<file path="src/rtl/uart_tx_arbiter.sv">
`timescale 1ns/1ps
`default_nettype none
// ============================================================================
//  Module      : uart_tx_arbiter
//  Description : Round-robin arbiter and sequencer that shares one uarttx
//                transmitter among NUM_REQ byte producers. It accepts one
//                byte, starts the transmitter, waits for frame completion
//                (or a timeout) and reports back to the owning requester.
//  Revision    : 1.0  initial release
// ============================================================================
module uart_tx_arbiter #(
    parameter int NUM_REQ        = 4,
    parameter int TIMEOUT_CYCLES = 1250,
    localparam int ID_W          = (NUM_REQ > 1) ? $clog2(NUM_REQ) : 1,
    localparam int TMR_W         = $clog2(TIMEOUT_CYCLES) + 1
) (
    input  logic                 clk,
    input  logic                 rst,
    input  logic [NUM_REQ-1:0]   req_valid,
    input  logic [8*NUM_REQ-1:0] req_data,
    output logic [NUM_REQ-1:0]   req_ready,
    output logic [NUM_REQ-1:0]   req_done,
    output logic                 newd,
    output logic [7:0]           datatx,
    input  logic                 donetx,
    output logic [ID_W-1:0]      grant_id,
    output logic                 busy,
    output logic                 timeout_err
);

    typedef enum logic [1:0] {
        ST_IDLE      = 2'd0,
        ST_WAIT_DONE = 2'd1,
        ST_GAP       = 2'd2
    } state_t;

    localparam logic [TMR_W-1:0]   C_TMR_LAST = TMR_W'(TIMEOUT_CYCLES - 1);
    localparam logic [ID_W-1:0]    C_LAST_RST = ID_W'(NUM_REQ - 1);
    localparam logic [ID_W:0]      C_NUM_REQ  = (ID_W+1)'(NUM_REQ);
    localparam logic [NUM_REQ-1:0] C_ONE      = NUM_REQ'(1);

    state_t             r_state;
    state_t             w_state_next;
    logic [ID_W-1:0]    r_last_grant;
    logic [TMR_W-1:0]   r_timer;

    logic               w_found;
    logic [ID_W-1:0]    w_pick;
    logic [ID_W:0]      w_idx;

    logic [NUM_REQ-1:0] w_ready_next;
    logic [NUM_REQ-1:0] w_done_next;
    logic               w_newd_next;
    logic               w_timeout_next;
    logic [7:0]         w_data_next;
    logic [ID_W-1:0]    w_gid_next;
    logic [ID_W-1:0]    w_last_next;
    logic [TMR_W-1:0]   w_timer_next;

    // Round-robin search: first pending requester after the last granted one.
    always_comb begin : arb_search
        w_found = 1'b0;
        w_pick  = '0;
        w_idx   = '0;
        for (int off = 1; off <= NUM_REQ; off++) begin
            w_idx = {1'b0, r_last_grant} + (ID_W+1)'(off);
            if (w_idx >= C_NUM_REQ) begin
                w_idx = w_idx - C_NUM_REQ;
            end
            if (!w_found && req_valid[w_idx[ID_W-1:0]]) begin
                w_found = 1'b1;
                w_pick  = w_idx[ID_W-1:0];
            end
        end
    end

    // Next state and next values of every registered output.
    always_comb begin : fsm_next
        w_state_next   = r_state;
        w_ready_next   = '0;
        w_done_next    = '0;
        w_newd_next    = 1'b0;
        w_timeout_next = 1'b0;
        w_data_next    = datatx;
        w_gid_next     = grant_id;
        w_last_next    = r_last_grant;
        w_timer_next   = r_timer;
        case (r_state)
            ST_IDLE: begin
                if (w_found) begin
                    w_ready_next = C_ONE << w_pick;
                    w_newd_next  = 1'b1;
                    w_data_next  = req_data[{w_pick, 3'b000} +: 8];
                    w_gid_next   = w_pick;
                    w_timer_next = '0;
                    w_state_next = ST_WAIT_DONE;
                end
            end
            ST_WAIT_DONE: begin
                w_timer_next = r_timer + TMR_W'(1);
                // A completion on the timeout edge is still a completion.
                if (donetx) begin
                    w_done_next  = C_ONE << grant_id;
                    w_last_next  = grant_id;
                    w_state_next = ST_GAP;
                end else if (r_timer == C_TMR_LAST) begin
                    w_timeout_next = 1'b1;
                    w_last_next    = grant_id;
                    w_state_next   = ST_GAP;
                end
            end
            ST_GAP: begin
                w_state_next = ST_IDLE;
            end
            default: begin
                w_state_next = ST_IDLE;
            end
        endcase
    end

    // State register.
    always_ff @(posedge clk or posedge rst) begin : state_reg
        if (rst) begin
            r_state <= ST_IDLE;
        end else begin
            r_state <= w_state_next;
        end
    end

    // Registered outputs, arbitration pointer and frame timer.
    always_ff @(posedge clk or posedge rst) begin : out_reg
        if (rst) begin
            req_ready    <= '0;
            req_done     <= '0;
            newd         <= 1'b0;
            timeout_err  <= 1'b0;
            busy         <= 1'b0;
            datatx       <= 8'h00;
            grant_id     <= '0;
            r_last_grant <= C_LAST_RST;
            r_timer      <= '0;
        end else begin
            req_ready    <= w_ready_next;
            req_done     <= w_done_next;
            newd         <= w_newd_next;
            timeout_err  <= w_timeout_next;
            busy         <= (w_state_next != ST_IDLE);
            datatx       <= w_data_next;
            grant_id     <= w_gid_next;
            r_last_grant <= w_last_next;
            r_timer      <= w_timer_next;
        end
    end

endmodule
`default_nettype wire
</file>
<file path="config.mk">
export PLATFORM = sky130hd
export DESIGN_NAME = uart_tx_arbiter
export DESIGN_NICKNAME = d
export VERILOG_FILES = /design/src/rtl/uart_tx_arbiter.sv
export SDC_FILE = /design/constraint.sdc
export NUM_CORES = 1
export LEC_CHECK = 0
export BUFFER_PORTS_ARGS = -buffer_cell sky130_fd_sc_hd__buf_2
export CAP_MARGIN = 20
export CORE_MARGIN = 2
export CORE_UTILIZATION = 38
export DETAILED_ROUTE_END_ITERATION = 16
export GPL_ROUTABILITY_DRIVEN = 0
export PLACE_DENSITY_LB_ADDON = 0.12
export SYNTH_ARGS = -nofsm -noshare
export SYNTH_HDL_FRONTEND = slang
export SYNTH_SLANG_ARGS = --single-unit
</file>
<file path="constraint.sdc">
create_clock -name clk -period 2.05 [get_ports clk]
set_input_delay 0.205 -clock clk [delete_from_list [all_inputs] [get_ports clk]]
set_output_delay 0.205 -clock clk [all_outputs]
set_load 0.005 [all_outputs]
</file>
==> results of run 1 <==
-- stage by stage --
step	utilization	hold WS, ps	worst slack [ps]	instances
after detailed placement	0.4665	342.4	94.10	321
final	0.4886	13.21	196.4	330
after floorplan	-	275.3	294.9	190
after global placement	0.4665	344.9	156.2	321
after global routing	0.4886	46.77	22.39	330
after CTS	0.4846	22.78	78.54	329
-- sequential cells by signal (all words and copies together), names as in the netlist --
register / flops
r_last_grant: 2
datatx: 8
r_state: 2
req_done: 4
busy: 1
grant_id: 2
timeout_err: 1
r_timer: 12
newd: 1
req_ready: 4
-- cell type report --
| class | instances | area, um2 | area share |
|---|---|---|---|
| Sequential cell | 37 | 928.4 | 0.3768 |
| Clock inverter | 3 | 22.52 | 0.009142 |
| Clock buffer | 5 | 68.82 | 0.02793 |
| Tap cell | 70 | 87.58 | 0.03555 |
| Multi-Input combinational cell | 141 | 962.2 | 0.3906 |
| Timing Repair Buffer | 67 | 367.9 | 0.1493 |
| Inverter | 7 | 26.28 | 0.01067 |
-- per-layer routing --
metal | routed length, um | vias up | GRT usage
met3 | 116 | 5 | 0.03175
met5 | 0 | - | 0
li1 | - | 824 | -
met2 | 2098 | 23 | 0.2580
met1 | 2139 | 755 | 0.2366
met4 | 40 | 0 | 0.06043
-- Yosys cell counts (2+ instances only) --
master and count:
sky130_fd_sc_hd__a211o_1 5, sky130_fd_sc_hd__mux2i_1 8, sky130_fd_sc_hd__inv_1 5, sky130_fd_sc_hd__nand3_1 13
sky130_fd_sc_hd__inv_2 2, sky130_fd_sc_hd__nand2_2 2, sky130_fd_sc_hd__dfstp_2 2, sky130_fd_sc_hd__mux2_4 2
sky130_fd_sc_hd__buf_6 2, sky130_fd_sc_hd__a21oi_1 9, sky130_fd_sc_hd__o21ai_1 10, sky130_fd_sc_hd__o21ai_0 6
sky130_fd_sc_hd__o211ai_1 5, sky130_fd_sc_hd__nand2b_1 4, sky130_fd_sc_hd__ha_1 2, sky130_fd_sc_hd__nor2_1 14
sky130_fd_sc_hd__o22ai_1 3, sky130_fd_sc_hd__clkbuf_1 2, sky130_fd_sc_hd__dfrtp_1 35, sky130_fd_sc_hd__nand2_1 19
sky130_fd_sc_hd__nor2_4 2, sky130_fd_sc_hd__nor2_2 2, sky130_fd_sc_hd__nor3_1 4, sky130_fd_sc_hd__o221ai_1 3
-- kinds of logic after synthesis --
logic type / after synthesis / share of synthesized area
AOI/OAI and AO/OA: 52 / 0.1917
xor gates and xnor gates: 2 / 0.008976
adders and majority gates: 2 / 0.01282
buffers and inverters: 12 / 0.03141
DFF: 37 / 0.4756
muxes: 11 / 0.06795
and+or+nand+nor: 74 / 0.2115
-- final timing paths --
kind / start / end / slack, ps
worst max-delay path: r_last_grant[1]$_DFFE_PP1P_ / datatx[4]$_DFFE_PP0P_ / 200
worst min-delay path: rst / r_timer[7]$_DFFE_PP0P_ / 10
worst max register to register: r_last_grant[1]$_DFFE_PP1P_ / datatx[4]$_DFFE_PP0P_ / 200
worst min register to register: datatx[3]$_DFFE_PP0P_ / datatx[3]$_DFFE_PP0P_ / 490
max in group asynchronous: rst / r_last_grant[1]$_DFFE_PP1P_ / 1680
min in group clk: donetx / timeout_err$_DFF_PP0_ / 140
-- power breakdown --
part	total, mW	leakage [nW]	internal, mW	switching [mW]
sequential	1.13	0.479	0.955	0.173
combinational	1.30	0.624	0.607	0.696
clock	0.511	0.0364	0.238	0.273
total	2.94	1.14	1.80	1.14
-- worst max-delay path: stages, from the launching register on --
cell,delay (ps)
sky130_fd_sc_hd__dfstp_2,670
sky130_fd_sc_hd__mux2i_4,310
sky130_fd_sc_hd__o2bb2ai_4,150
sky130_fd_sc_hd__nor2_4,130
sky130_fd_sc_hd__buf_12,140
sky130_fd_sc_hd__mux2i_1,180
sky130_fd_sc_hd__o221ai_1,130
==> parameters.txt, run 1 <==
Parameter                              Value

Status
  Status ... finished clean

Placed design
  Number of port buffers ... 59
  Total cell area at the placement stage ... 2352 um2
  Total half-perimeter wirelength after legalization and detailed placement ... 3264 um

Routing
  Detailed-router iteration count before antenna repair ... 4
  Total routed wirelength ... 4394 um
  Routed via count ... 1607
  Routed len/inst ... 13.32 um
  Vias per inst ... 4.870
  Routed Antenna Nets ... 0
  Starting DRT DRC Count ... 60
  Residual DRC count ... 0

Setup path
  Kind of end point of the critical path ... flip-flop
  Path type of the worst setup path ... flip-flop to flip-flop
  WP data required ... 2200 ps
  CP arrival ... 2010 ps
  Crit-path max FO ... 9
  Depth of the most critical reg-to-reg path ... 6
  Critical Path Start Type ... flip-flop

Global route
  Antenna violations before repair ... 0
  Overall fraction of global-route tracks in use ... 0.1676
  Via count of the first global-routing pass ... 1562
  First-pass GRT wire length ... 7231 um
  Congestion Overflow GR ... 0
  Pin count of the biggest net entering global routing ... 38

Power
  Leakage ... 1.139 nW
  Worst supply voltage drop on vdd ... 0.5041 mV
  Power density normalized to cell area ... 1194 nW/um2
  Total power of the final layout ... 2.942 mW

Floorplan
  Chip height ... 75.67 um
  Floorplan die area ... 5726 um2
  Effective utilization at floorplan ... 0.3871
  I/O pin total ... 60
  Floorplan row count ... 26
  Die width ... 75.67 um
  Area inside the core boundary ... 5042 um2

Yosys
  Post-synth cell types ... 53
  Top cell type by total area after synthesis ... sky130_fd_sc_hd__dfrtp_1
  Most used DFF post-synth ... sky130_fd_sc_hd__dfrtp_1
  Number of instances in the synthesized netlist ... 190
  Number of storage elements in the synthesis netlist ... 37
  Net count after synthesis ... 231
  Post-Syn Area per Cell ... 10.27 um2
  Netlist area before placement ... 1952 um2
  Async S/R FF share, synth ... 1.000
  Number of flops mapped to enable cells by yosys ... 0
  Share of the yosys chip area belonging to registers ... 0.4756
  Portion of synthesized cell area occupied by the leading cell type ... 0.4487
  Synth warn ... 0
  Largest cells by area after synthesis ... sky130_fd_sc_hd__dfrtp_1 45%, sky130_fd_sc_hd__mux2i_1 4.1%, sky130_fd_sc_hd__nand2_1 3.7%, sky130_fd_sc_hd__nand3_1 3.3%, sky130_fd_sc_hd__dfstp_2 2.7%

Final layout
  Final std cell area, no fill ... 2464 um2
  Number of nets in the layout ... 300
  Fill cell count ... 497
  Area growth, synth to finish ... 26.22%
  Most used cells in the layout excluding fill and tap cells ... 59 x sky130_fd_sc_hd__buf_2, 35 x sky130_fd_sc_hd__dfrtp_1, 19 x sky130_fd_sc_hd__nand2_1
  Most common cell after layout, fill and taps aside ... sky130_fd_sc_hd__buf_2
  Ant diodes ... 0
  Fraction of final layout cells sized beyond drive strength 1 ... 0.3808

STA
  Setup TNS after final layout ... 0 ps
  Count of final setup violators ... 0
  Achievable clock frequency ... 539.5 MHz
  Normalized max-slew margin ... 0.6848
  Setup repair after global routing missed its margin ... no
  Final worst path period share ... 0.9042
  Shortest period the worst path allows ... 1854 ps
  Pin slew with the least headroom to its limit ... 472.8 ps
  Skew final ... 8.097 ps
  Final number of max-transition violations ... 0
  Hold Violations, Final ... 0

Clocking
  Hold bufs inserted after CTS ... 0
  TritonCTS sink count ... 37
  Root Buffer ... sky130_fd_sc_hd__clkbuf_8
  Post-CTS Setup Repair Bufs ... 0
  Count of H-tree levels built during CTS ... 2
  Number of gates resized after cts ... 0
  TritonCTS clock tree ... yes
  Number of buffers on the longest clock path ... 2
  Number of buffers inserted during clock tree synthesis ... 5
  Clk slew on worst S/H paths ... 80 ps
  Source-to-sink clock delay at the later pin of the worst-skew pair ... 290 ps

Worst hold path
  Tightest Hold Check Type ... input port to async pin

Run
  Number of violations of the max-capacitance limit ... 0
Power figures use the tool's default switching activity.
==> run 2: changes to the inputs <==
--- a/config.mk
+++ b/config.mk
@@ -7,6 +7,7 @@
 export LEC_CHECK = 0
 export BUFFER_PORTS_ARGS = -buffer_cell sky130_fd_sc_hd__buf_2
 export CAP_MARGIN = 20
+export CORE_ASPECT_RATIO = 0.8
 export CORE_MARGIN = 2
 export CORE_UTILIZATION = 38
 export DETAILED_ROUTE_END_ITERATION = 16
==> parameters.txt, run 2 (same netlist as run 1, synthesis figures left out) <==
Parameter                              Value

Clocking
  Count of H-tree levels built during CTS ... 2
  Root Buffer ... sky130_fd_sc_hd__clkbuf_8
  Hold bufs inserted after CTS ... 0
  Post-CTS Setup Repair Bufs ... 0
  TritonCTS clock tree ... yes
  Clk slew on worst S/H paths ... 70 ps
  TritonCTS sink count ... 37
  Number of buffers inserted during clock tree synthesis ... 5
  Number of gates resized after cts ... 0
  Number of buffers on the longest clock path ... 2
  Source-to-sink clock delay at the later pin of the worst-skew pair ... 280 ps

Setup path
  Path type of the worst setup path ... flip-flop to flip-flop
  WP data required ... 2240 ps
  Crit-path max FO ... 9
  Critical Path Slowest Stage Cell ... sky130_fd_sc_hd__dfstp_2
  Cell family with the largest share of critical-path delay ... flip-flops
  Depth of the most critical reg-to-reg path ... 5
  Reg-to-reg endpoint ... datatx[3]$_DFFE_PP0P_
  Count of buffer and inverter cells on the critical path ... 0
  Critical Path Start Type ... flip-flop
  CP max stage delay ... 670 ps
  Number of stages on the worst setup path ... 5
  Register-to-register path setup slack ... 170 ps
  Startpoint of the lowest-slack register-to-register path ... r_last_grant[1]$_DFFE_PP1P_
  Cells along the critical path ... mux2i_4 -> o2bb2ai_4 -> nor4_4 -> a21oi_1 -> o221ai_1
  Kind of end point of the critical path ... flip-flop
  CP arrival ... 2070 ps

Placed design
  Number of port buffers ... 59
  Total cell area at the placement stage ... 2335 um2
  Total half-perimeter wirelength after legalization and detailed placement ... 3386 um
  Worst setup slack before clock tree synthesis ... 76.16 ps

Final layout
  Most common cell after layout, fill and taps aside ... sky130_fd_sc_hd__buf_2
  Fraction of final layout cells sized beyond drive strength 1 ... 0.3707
  Largest registers ... r_timer x12, datatx x8
  Post-layout util ... 0.4911
  Most used cells in the layout excluding fill and tap cells ... 59 x sky130_fd_sc_hd__buf_2, 35 x sky130_fd_sc_hd__dfrtp_1, 19 x sky130_fd_sc_hd__nand2_1
  Number of nets in the layout ... 299
  Flip-flop count of the largest register, all copies and words added ... 12
  Ant diodes ... 0
  Reg with most FFs ... r_timer
  Final std cell area, no fill ... 2445 um2
  Area growth, synth to finish ... 25.26%

STA
  Count of final setup violators ... 0
  Setup TNS after final layout ... 0 ps
  Final worst path period share ... 0.9157
  Worst path setup slack after routing ... 172.8 ps
  Pin slew with the least headroom to its limit ... 481.3 ps
  Shortest period the worst path allows ... 1877 ps
  Final number of max-transition violations ... 0
  Setup repair after global routing missed its margin ... no
  Skew final ... 5.479 ps
  Hold Violations, Final ... 0
  Achievable clock frequency ... 532.7 MHz
  Normalized max-slew margin ... 0.6792

Floorplan
  I/O pin total ... 60
  Area inside the core boundary ... 4979 um2
  Chip height ... 68.10 um
  Floorplan row count ... 23
  Die width ... 84.13 um
  Floorplan die area ... 5729 um2
  Effective utilization at floorplan ... 0.3921

Power
  Leakage ... 1.143 nW
  Total power of the final layout ... 2.947 mW
  Worst supply voltage drop on vdd ... 0.7115 mV
  Power density normalized to cell area ... 1205 nW/um2

Routing
  Routed len/inst ... 14.07 um
  Vias per inst ... 5.181
  Detailed-router iteration count before antenna repair ... 4
  Routed Antenna Nets ... 0
  Total routed wirelength ... 4518 um
  Residual DRC count ... 0
  Starting DRT DRC Count ... 78
  Routed via count ... 1663

Status
  Status ... finished clean

Global route
  Congestion Overflow GR ... 0
  Via count of the first global-routing pass ... 1521
  Overall fraction of global-route tracks in use ... 0.1623
  First-pass GRT wire length ... 7300 um
  Antenna violations before repair ... 0
  Pin count of the biggest net entering global routing ... 38

Run
  Number of violations of the max-capacitance limit ... 0

Worst hold path
  Tightest Hold Check Type ... input port to async pin
## run 2: worst register-to-register path, delay by kind of cell (launching register included)
family	cells	cell delay [ps]
AOI/OAI and AO/OA	3	420
DFF	1	670
and+or+nand+nor	1	390
muxes	1	320
## run 2: report_power, final
| part | total (mW) | internal, mW | switching, mW |
|---|---|---|---|
| Combinational | 1.29 | 0.594 | 0.698 |
| Clock | 0.517 | 0.274 | 0.243 |
| Sequential | 1.14 | 0.957 | 0.182 |
| Total | 2.95 | 1.82 | 1.12 |
## run 2: worst max path at each step
stage	to	startpoint	slack, ps
after global routing	datatx[0]$_DFFE_PP0P_	r_last_grant[1]$_DFFE_PP1P_	20
after CTS	datatx[3]$_DFFE_PP0P_	r_last_grant[1]$_DFFE_PP1P_	80
after floorplan	datatx[0]$_DFFE_PP0P_	r_last_grant[1]$_DFFE_PP1P_	290
after detailed placement	datatx[3]$_DFFE_PP0P_	r_last_grant[1]$_DFFE_PP1P_	80
after global placement	datatx[4]$_DFFE_PP0P_	r_last_grant[1]$_DFFE_PP1P_	160
final	datatx[3]$_DFFE_PP0P_	r_last_grant[1]$_DFFE_PP1P_	170
## run 2: layout make-up
| type | instances | area (um2) |
|---|---|---|
| Tap cell | 62 | 77.57 |
| Clock buffer | 8 | 90.09 |
| Multi-Input combinational cell | 141 | 962.2 |
| Fill cell | 478 | 2534 |
| Timing Repair Buffer | 66 | 360.3 |
| Inverter | 7 | 26.28 |
| Sequential cell | 37 | 928.4 |
## run 2: metal layers
layer / GRT usage / wire, um / vias up
met2: 0.2401 / 1925 / 56
met3: 0.04463 / 284 / 2
met4: 0.03024 / 8 / 0
li1: - / - / 829
met5: 0 / 0 / -
met1: 0.2396 / 2300 / 776
## run 2: metrics by stage
stage | hold slack, ps | cells
6_report | 18.13 | 321
5_1_grt | 66.83 | 321
4_1_cts | 34.88 | 320
3_5_place_dp | 347.4 | 312
3_3_place_gp | 337.8 | 312
2_1_floorplan | 275.3 | 190
==> run 3: changes to the inputs <==
--- a/config.mk
+++ b/config.mk
@@ -13,6 +13,7 @@
 export DETAILED_ROUTE_END_ITERATION = 16
 export GPL_ROUTABILITY_DRIVEN = 0
 export PLACE_DENSITY_LB_ADDON = 0.12
+export SKIP_CTS_REPAIR_TIMING = 1
 export SYNTH_ARGS = -nofsm -noshare
 export SYNTH_HDL_FRONTEND = slang
 export SYNTH_SLANG_ARGS = --single-unit
==> constraint.sdc (replaced) <==
create_clock -name clk -period 1.52 [get_ports clk]
set_input_delay 0.152 -clock clk [delete_from_list [all_inputs] [get_ports clk]]
set_output_delay 0.152 -clock clk [all_outputs]
set_load 0.005 [all_outputs]
==> parameters.txt, run 3 (same netlist as run 1, synthesis figures left out) <==
Parameter                              Value

Placed design
  Total half-perimeter wirelength after legalization and detailed placement ... 3639 um
  Placed insts ... 342
  Worst setup slack before clock tree synthesis ... -274.6 ps
  Number of port buffers ... 59

Clocking
  Clk slew on worst S/H paths ... 70 ps
  Number of buffers inserted during clock tree synthesis ... 5
  TritonCTS clock tree ... yes
  Number of buffers on the longest clock path ... 2
  Root Buffer ... sky130_fd_sc_hd__clkbuf_8
  TritonCTS sink count ... 37
  Source-to-sink clock delay at the later pin of the worst-skew pair ... 280 ps
  Count of H-tree levels built during CTS ... 2

Floorplan
  Die width ... 84.13 um
  Floorplan die area ... 5729 um2
  Area inside the core boundary ... 4979 um2
  I/O pin total ... 60
  Chip height ... 68.10 um
  Floorplan row count ... 23
  Effective utilization at floorplan ... 0.3921

STA
  Final Hold Slack ... -35.59 ps
  Skew final ... 6.439 ps
  Pin slew with the least headroom to its limit ... 476.1 ps
  Worst path setup slack after routing ... -288.4 ps
  Hold Violations, Final ... 35
  Shortest period the worst path allows ... 1808 ps
  Final number of max-transition violations ... 0
  Count of final setup violators ... 14
  Achievable clock frequency ... 553.0 MHz
  Final worst path period share ... 1.190
  Normalized max-slew margin ... 0.6826
  Setup repair after global routing missed its margin ... yes

Run
  Number of violations of the max-capacitance limit ... 0

Setup path
  Cells along the critical path ... mux2i_4 -> o2bb2ai_4 -> nor2_4 -> buf_12 -> mux2i_2 -> o221ai_1
  Cell family with the largest share of critical-path delay ... flip-flops
  Critical Path Slowest Stage Cell ... sky130_fd_sc_hd__dfstp_2
  Crit-path max FO ... 8
  Path type of the worst setup path ... flip-flop to flip-flop
  Kind of end point of the critical path ... flip-flop
  WP data required ... 1670 ps
  CP arrival ... 1960 ps
  CP max stage delay ... 620 ps
  Count of buffer and inverter cells on the critical path ... 1
  Critical Path Start Type ... flip-flop

Routing
  Routed len/inst ... 14.06 um
  Total routed wirelength ... 4992 um
  Residual DRC count ... 0
  Detailed-router iteration count before antenna repair ... 4
  Routed Antenna Nets ... 0
  Starting DRT DRC Count ... 70
  Vias per inst ... 5.020
  Routed via count ... 1782

Global route
  Pin count of the biggest net entering global routing ... 38
  First-pass GRT wire length ... 7693 um
  Via count of the first global-routing pass ... 1607
  Overall fraction of global-route tracks in use ... 0.1715
  Congestion Overflow GR ... 0
  Antenna violations before repair ... 0

Final layout
  Flip-flop count of the largest register, all copies and words added ... 12
  Most common cell after layout, fill and taps aside ... sky130_fd_sc_hd__buf_2
  Final non-filler cell total ... 355
  Reg with most FFs ... r_timer
  Ant diodes ... 0
  Most used cells in the layout excluding fill and tap cells ... 59 x sky130_fd_sc_hd__buf_2, 39 x sky130_fd_sc_hd__buf_4, 35 x sky130_fd_sc_hd__dfrtp_1
  Number of nets in the layout ... 333
  Largest registers ... r_timer x12, datatx x8
  Area growth, synth to finish ... 46.54%
  Fraction of final layout cells sized beyond drive strength 1 ... 0.4949

Status
  Status ... finished, violations left
  Violations in the final reports ... negative hold slack, negative setup slack

Worst hold path
  Tightest Hold Check Type ... input port to async pin

Power
  Leakage ... 1.349 nW
  Worst supply voltage drop on vdd ... 0.9217 mV
  Power density normalized to cell area ... 1622 nW/um2
-- run 3: changes by cell type in the layout (fill, tap and decap cells not counted), moves of 2 or more --
cell and delta:
sky130_fd_sc_hd__mux2i_1 -3, sky130_fd_sc_hd__buf_4 +33, sky130_fd_sc_hd__nor2_1 -2, sky130_fd_sc_hd__a21oi_1 -2, sky130_fd_sc_hd__mux2i_2 +3, sky130_fd_sc_hd__a21oi_2 +2
-- run 3: power breakdown --
part           leakage (nW)  switching, mW  internal [mW]
Sequential            0.479          0.198           1.29
Clock                0.0585          0.348          0.535
Combinational         0.812           1.16           1.11
-- run 3: area by class of cell --
class / instances / area [um2]
Timing Repair Buffer: 100 / 628.1
Inverter: 7 / 26.28
Clock buffer: 7 / 86.33
Tap cell: 62 / 77.57
Clock inverter: 1 / 30.03
Fill cell: 433 / 2118
Sequential cell: 37 / 928.4
Multi-Input combinational cell: 141 / 1084
-- run 3: worst paths after layout --
path,slack [ps],depth (start not counted),startpoint,to
worst max-delay path,-290,6,r_last_grant[1]$_DFFE_PP1P_,datatx[4]$_DFFE_PP0P_
worst min-delay path,-40,3,rst,busy$_DFF_PP0_
worst max register to register,-290,6,r_last_grant[1]$_DFFE_PP1P_,datatx[4]$_DFFE_PP0P_
worst min register to register,490,2,datatx[4]$_DFFE_PP0P_,datatx[4]$_DFFE_PP0P_
max in group asynchronous,1190,3,rst,r_last_grant[1]$_DFFE_PP1P_
min in group clk,130,2,donetx,timeout_err$_DFF_PP0_
-- run 3: worst register-to-register path: cells and delay by family, from the launching register on --
family / cells / cell delay (ps)
DFF: 1 / 620
buffers and inverters: 1 / 150
AOI/OAI and AO/OA: 2 / 240
and+or+nand+nor: 1 / 120
muxes: 2 / 550
-- run 3: per-layer routing --
metal  wire length [um]  global-route usage  vias to the layer above
met4                  6             0.02419                        0
li1                   -                   -                      893
met2               2295              0.2649                       47
met1               2416              0.2470                      840
met5                  0                   0                        -
met3                274             0.04704                        2
-- run 3: stage by stage --
step	cell area, um2	utilization	total power [mW]	TNS, ps	hold WS, ps
after floorplan	1973	-	2.727	-1654	222.3
after global placement	2594	0.5210	3.509	-1922	288.4
after detailed placement	2594	0.5210	3.541	-2587	293.0
after CTS	2710	0.5444	4.447	-2726	-13.83
after global routing	2860	0.5745	4.968	-3732	13.84
final	2860	0.5745	4.638	-2345	-35.59
